--- src/rtl/turbosim_out_reader.sv ---
// turbosim_out_reader: drains the turbosim output FIFO, keeps a net value table and per-iteration stats
module turbosim_out_reader #(
  parameter int NETS = 300,
  parameter int IDX_W = 14,
  parameter int TIME_W = 16
) (
  input  logic              clk,
  input  logic              rst,
  input  logic [31:0]       out_record,
  input  logic              empty,
  output logic              rd,
  input  logic              hold,
  input  logic              go,
  input  logic              done,
  input  logic [IDX_W-1:0]  q_index,
  output logic [1:0]        q_value,
  output logic [15:0]       change_count,
  output logic [15:0]       redundant_count,
  output logic [TIME_W-1:0] last_time,
  output logic              err_time,
  output logic              err_index,
  output logic              iter_done,
  output logic              ready
);
  localparam int AW = $clog2(NETS);
  typedef enum logic {INIT, RUN} state_t;
  state_t state, state_n;
  logic [AW-1:0] init_addr;
  logic [1:0] mem [NETS];
  logic [1:0] val;
  logic [IDX_W-1:0] idx;
  logic [TIME_W-1:0] tm, lt_base;
  logic [15:0] cc_base, rc_base;
  logic idx_ok, run_go, apply, drop, redund, regress, pulse, armed;
  assign val = out_record[31:30];
  assign idx = out_record[16 +: IDX_W];
  assign tm = out_record[TIME_W-1:0];
  assign idx_ok = idx < IDX_W'(NETS);
  assign rd = state == RUN && !empty && !hold;
  assign run_go = state == RUN && go;
  assign apply = rd && idx_ok;
  assign drop = rd && !idx_ok;
  // go clears the iteration first so a same-cycle record starts the new iteration
  assign cc_base = run_go ? '0 : change_count;
  assign rc_base = run_go ? '0 : redundant_count;
  assign lt_base = run_go ? '0 : last_time;
  assign redund = val == mem[AW'(idx)];
  assign regress = tm < lt_base && cc_base != '0;
  assign pulse = state == RUN && armed && done && empty && !go;
  always_comb begin
    state_n = state;
    state_n = (state == INIT && init_addr == AW'(NETS - 1)) ? RUN : state_n;
  end
  always_ff @(posedge clk or negedge rst) begin
    if (!rst) begin
      state <= INIT;
      init_addr <= '0;
      ready <= 1'b0;
      q_value <= 2'b10;
      change_count <= '0;
      redundant_count <= '0;
      last_time <= '0;
      err_time <= 1'b0;
      err_index <= 1'b0;
      armed <= 1'b0;
      iter_done <= 1'b0;
    end else begin
      state <= state_n;
      ready <= state_n == RUN;
      init_addr <= init_addr + AW'(state == INIT);
      q_value <= (state == RUN && q_index < IDX_W'(NETS)) ? mem[AW'(q_index)] : 2'b10;
      change_count <= apply ? cc_base + 16'(cc_base != '1) : cc_base;
      redundant_count <= (apply && redund) ? rc_base + 16'(rc_base != '1) : rc_base;
      last_time <= apply ? tm : lt_base;
      err_time <= (err_time && !run_go) || (apply && regress);
      err_index <= (err_index && !run_go) || drop;
      armed <= run_go || (armed && !pulse);
      iter_done <= pulse;
    end
  end
  // table has no reset; INIT sweeps it to x after every reset
  always_ff @(posedge clk) begin
    if (state == INIT || apply) mem[state == INIT ? init_addr : AW'(idx)] <= state == INIT ? 2'b10 : val;
  end
endmodule

--- config.mk ---
export PLATFORM = sky130hd
export DESIGN_NAME = turbosim_out_reader
export DESIGN_NICKNAME = d
export VERILOG_FILES = /design/src/rtl/turbosim_out_reader.sv
export SDC_FILE = /design/constraint.sdc
export NUM_CORES = 1
export LEC_CHECK = 0
export BUFFER_PORTS_ARGS = -buffer_cell sky130_fd_sc_hd__buf_2
export CAP_MARGIN = 25
export CORE_ASPECT_RATIO = 1.5
export CORE_MARGIN = 3
export CORE_UTILIZATION = 55
export DETAILED_ROUTE_END_ITERATION = 8
export PLACE_DENSITY = 0.77
export REMOVE_ABC_BUFFERS = 1
export SLEW_MARGIN = 20
export SYNTH_ARGS = -nofsm -noshare
export SYNTH_HDL_FRONTEND = slang
export SYNTH_SLANG_ARGS = --single-unit
--- constraint.sdc ---
create_clock -name clk -period 9.2 [get_ports clk]
set_input_delay 1.84 -clock clk [delete_from_list [all_inputs] [get_ports clk]]
set_output_delay 1.84 -clock clk [all_outputs]
set_load 0.005 [all_outputs]
# Yosys cells after proc, flatten, opt, wreduce, memory -nomap -nowiden
# Memories as Yosys holds them, arrays and structs flattened.
# Index checks and enable logic that the tools add are counted.
[op_classes]
n_addsub = 3
magnitude_cmp = 3
n_eq_ne = 4
muxes = 11
bitwise = 1
n_reduce_logical = 28
[ops]
columns = ["cell", "n"]
rows = [
  ["two-way mux 16 bit", 6],
  ["adder 16 x 1 -> 16 bit", 2],
  ["!= test 16 bit (second input constant)", 2],
  ["< comparator 14 x 9 -> 1 bit (second input constant)", 2],
  ["logical AND 1 bit", 17],
  ["< comparator 16 bit", 1],
  ["nonzero test 16 bit", 1],
  ["adder 9 x 1 -> 9 bit", 1],
  ["equality test 9 bit (second input constant)", 1],
  ["two-way mux 9 bit", 1],
  ["logical NOT 1 bit", 6],
  ["logical OR 1 bit", 4],
  ["two-way mux 2 bit", 2],
  ["equality test 2 bit", 1],
  ["two-way mux 1 bit", 2],
  ["inverter 1 bit", 1],
]
[word_totals]
ff_bits = 64
mem_bits_rw = 600
input_bits = 52
out_inout_bits = 55
word_cells = 61
memories = 1
[mem_list]
columns = ["name", "words", "word_bits", "read_ports", "rd_clocked_by_memory_dff", "write_ports", "line", "rtl"]
rows = [
  ["mem", 300, 2, 2, 0, 1, "29", "logic [1:0] mem [NETS];"],
]

# Longest topological paths before layout
[logic_depth]
ltp_word = 7
mapped_depth = 15
mapped_depth_nobuf = 14

# Worst setup path after synthesis
# Ideal clock, no wire load.
[synth_path]
path_kind = "input to register"
from = "in out_record[31]"
to = "mem mem[0][1] (data pin)"
setup_ns = 1.025
arrival_ns = 5.841
required_ns = 8.175
setup_slack_ns = 2.334
stages = 1
n_path_buf = 0
cell_sequence = "nand2b_1"
[synth_via]
elab_chain_cells = 1
[synth_rtl]
columns = ["element", "line", "rtl"]
rows = [
  ["from (decl)", "9", "input logic [31:0] out_record,"],
  ["two-way mux 2 bit", "83", "if (state == INIT || apply) mem[state == INIT ? init_addr : AW'(idx)] <= state == INIT ? 2'b10 : val;"],
  ["to (decl)", "29", ""],
]
# Every way passes these cells.

# Worst setup path after layout
[layout_path]
from = "in out_record[16]"
to = "reg redundant_count[15]"
[layout_via]
elab_chain_cells = 4
word_cells_on_any_way = 6
cone_classes = "order compare (1); eq/ne (1); mux (1); reduce/logical (2); memory (1)"
[layout_rtl]
columns = ["element", "line", "rtl"]
rows = [
  ["memory (300 x 2 bit) or < comparator 14 x 9 -> 1 bit (tied branches)", "--", ""],
  ["equality test 2 bit or logical AND 1 bit (tied branches)", "47, 41", ""],
  ["logical AND 1 bit (*)", "73", "redundant_count <= (apply && redund) ? rc_base + 16'(rc_base != '1) : rc_base;"],
  ["two-way mux 16 bit (*)", "73", ""],
  ["to (signal assigned)", "73", ""],
  ["to (decl)", "18", "output logic [15:0] redundant_count,"],
]
# Mark *: on every way between the ends. The rest lies on a longest branch, timed or not.
# A chain may end at the register's enable or synchronous reset.

==> flow_summary.yaml <==
detailed_routing:
  top_layer_used: "met4"
  met2WireLength_um: 47400
  drtIter0Drc: 3216
  drcViolationCount: 0
  wl_per_cell_um: 31.7
  wl_met3_um: 9680
  wirelength_um: 94700
  ant_nets: 0
  first_pass_iters: 6
  drt-met1-wl_um: 29900
  vias_per_cell: 7.11
  vias: 21241
clocking:
  post-cts-setup-buffers: 0
  path_clk_slew_ns: 0.07
  htree_levels: 2
  holdBufCountCts: 0
  tritoncts: "done"
  cts.path.max_buffers: 3
  clock_latency_ns: 0.62
  cts_inserted_buffers: 57
  cts.sinks: 664
  post_cts_resized: 0
  cts_root_buf: "clkbuf_16"
outcome:
  status: "complete, no violations"
synthesis:
  yosysTopAreaCell: "edfxtp_1"
  ys_seq_elements: 664
  syn_area_um2: 33100
  synth_edf_count: 600
  syn_avg_cell_area_um2: 15.6
  synth_top_cell_area_share_pct: 54.4
  yosysWarnings: 0
  netlist_instances: 2130
  yosys-top-cells-area: "edfxtp_1 (54%), mux4_2 (21%), dfrtp_1 (4.8%)"
  synth_cell_types: 72
  synthFlopType: "edfxtp_1"
  async_flop_share_pct: 9.64
  seq_area_frac_synth_pct: 59.2
sta:
  fin_ws_ns: 3.33
  period_share_pct: 63.8
  timing.fmax_mhz: 170
  worst_pin_slew_ns: 1.07
  skew_ns: 0.0300
  fin_crit_ns: 5.87
  hold_slack_ns: 0.488
  hold_viol: 0
  setup_tns_ns: 0
  final_max_slew_viol_count: 0
  rsz0062_at_grt: "false"
  slew_headroom_pct: 28.7
  finalSetupViolations: 0
power_and_ir_drop:
  power_density_nw_per_um2: 166
  p_leak_nw: 11.4
  ir_drop_mv: 0.166
  power.total_mw: 6.02
hold_path:
  hold_class: "reg -> reg"
critical_path:
  cp_max_fo: 92
  path_class: "in -> reg"
  worstSetupStartpointType: "input pin"
  cp_data_required_time_ns: 9.70
  worstPathArrival_ns: 6.37
  cp-end-kind: "flip-flop"
floorplanning:
  die_w_um: 206
  num_rows: 109
  start_util_pct: 55.8
  die_y_um: 307
  num_io_pins: 107
  core_um2: 59300
  die_area_um2: 63300
global_route:
  grt_max_degree: 119
  grt_pass1_vias: 21867
  grt_overflow: 0
  grt_antenna_before_repair: 1
  grt_first_pass_wirelength_um: 139000
  grt_usage_pct: 30.1
place:
  gp_congestion: 0.980
  place_hpwl_um: 60100
  dp_cells: 2881
  pre_cts_slack_ns: 2.83
  dpl-instance-area_um2: 34200
  port_buffers: 106
final_layout:
  final_nets: 2239
  fin_area_um2: 36200
  final_cells: 2988
  syn_to_final_growth_pct: 9.21
  drive_gt1_share_pct: 26.5
  fin_util_pct: 61.0
run:
  drv_cap: 0
-- state kept, by name, summed over array words and instances, names as in the netlist --
signal / cells
last_time: 16
armed: 1
state: 1
err_time: 1
redundant_count: 16
change_count: 16
q_value: 2
iter_done: 1
init_addr: 9
mem: 600
err_index: 1
-- path summary, 6_finish.rpt --
kind | startpoint | to | slack (ns) | depth (start not counted)
worst max register to register | state | mem[60][0] | 5.40 | 6
worst min register to register | err_time | err_time | 0.49 | 2
worst max-delay path | out_record[16] | redundant_count[15] | 3.33 | 12
min in group asynchronous | rst | last_time[12] | 1.21 | 1
max in group asynchronous | rst | change_count[10] | 6.97 | 2
worst min-delay path | err_time | err_time | 0.49 | 2
-- Yosys cell counts, types with 3 or more instances --
cell type	count
nand3b_1	7
a22oi_1	11
ha_1	21
o21ai_0	43
o221ai_1	7
nand2_1	123
o21a_1	5
a211oi_1	14
buf_4	8
clkbuf_1	107
o2111ai_1	6
nor2_1	340
a211o_1	8
or3_1	7
buf_1	14
xnor2_1	9
a21oi_1	30
o22ai_1	16
nor4_1	8
a2111oi_0	5
a221oi_1	9
edfxtp_1	600
and2_1	10
o211ai_1	12
o41ai_1	3
nor2b_1	16
mux2_2	13
nor3_1	20
buf_6	11
dfrtp_1	63
nand2b_1	23
buf_2	30
nand3_1	22
mux4_2	310
xor2_1	13
mux2i_1	80
a21o_1	3
or4_1	7
a22o_1	11
a31oi_1	4
and3_1	8
inv_1	16
a31o_2	3
nand4_1	17
-- report_power, final --
part / switching (mW) / internal [mW] / total, mW
sequential: 0.000287 / 3.24 / 3.24
combinational: 0.178 / 0.103 / 0.281
clock: 1.10 / 1.40 / 2.50
-- per-layer routing --
layer  global-route usage, %  up-vias
li1                        -     8575
met3                    5.44      379
met5                       0        -
met2                    50.5     1559
met4                    19.3        0
met1                    35.7    10728
-- cells by family (layout without fill, tap and decap cells) --
logic type      after synthesis  in the layout  synth area share [%]
buf+inv                     189            268                  2.73
xor+xnor                     22             22                 0.582
flops                       664            664                  59.2
simple gates                619            619                  8.17
mux                         406            406                  24.1
fa+ha+maj                    21             21                 0.793
other cells                   0              2                     0
compound gates              209            209                  4.43
-- cells in the final DEF, fill, tap and decap left out, types with 12 or more instances in the layout --
master and count:
nor3_1 20, nand4_1 17, a21oi_1 30, mux2i_1 80, nand2_1 121, o22ai_1 16
nand2b_1 15, edfxtp_1 600, buf_2 102, clkbuf_16 58, buf_4 40, nor2b_1 14
o211ai_1 12, inv_1 16, nand3_1 22, a211oi_1 14, mux4_2 310, ha_1 21
o21ai_0 43, xor2_1 13, dfrtp_1 63, mux2_2 13, nor2_1 339
-- worst max-delay path: stages --
cell	delay [ns]
buf_8	0.45
buf_12	0.63
mux4_2	0.60
nand2_1	0.09
o2111ai_1	0.16
o2111ai_1	0.63
nand4_1	0.27
a32oi_2	0.42
xnor2_1	0.19
nor4_4	0.63
a21oi_1	0.14
a31o_1	0.20
-- area by class of cell --
type                    count  area [um2]
well taps                 777         972
multi-input cells        1277       12700
repair buffers            150         942
clock buffers              68        1510
inverters                  16        60.1
clock inverters            34         405
flip-flops and latches    664       19600
fillers                  4202       23200
diodes                      2        5.00
Power figures use the tool's default switching activity.
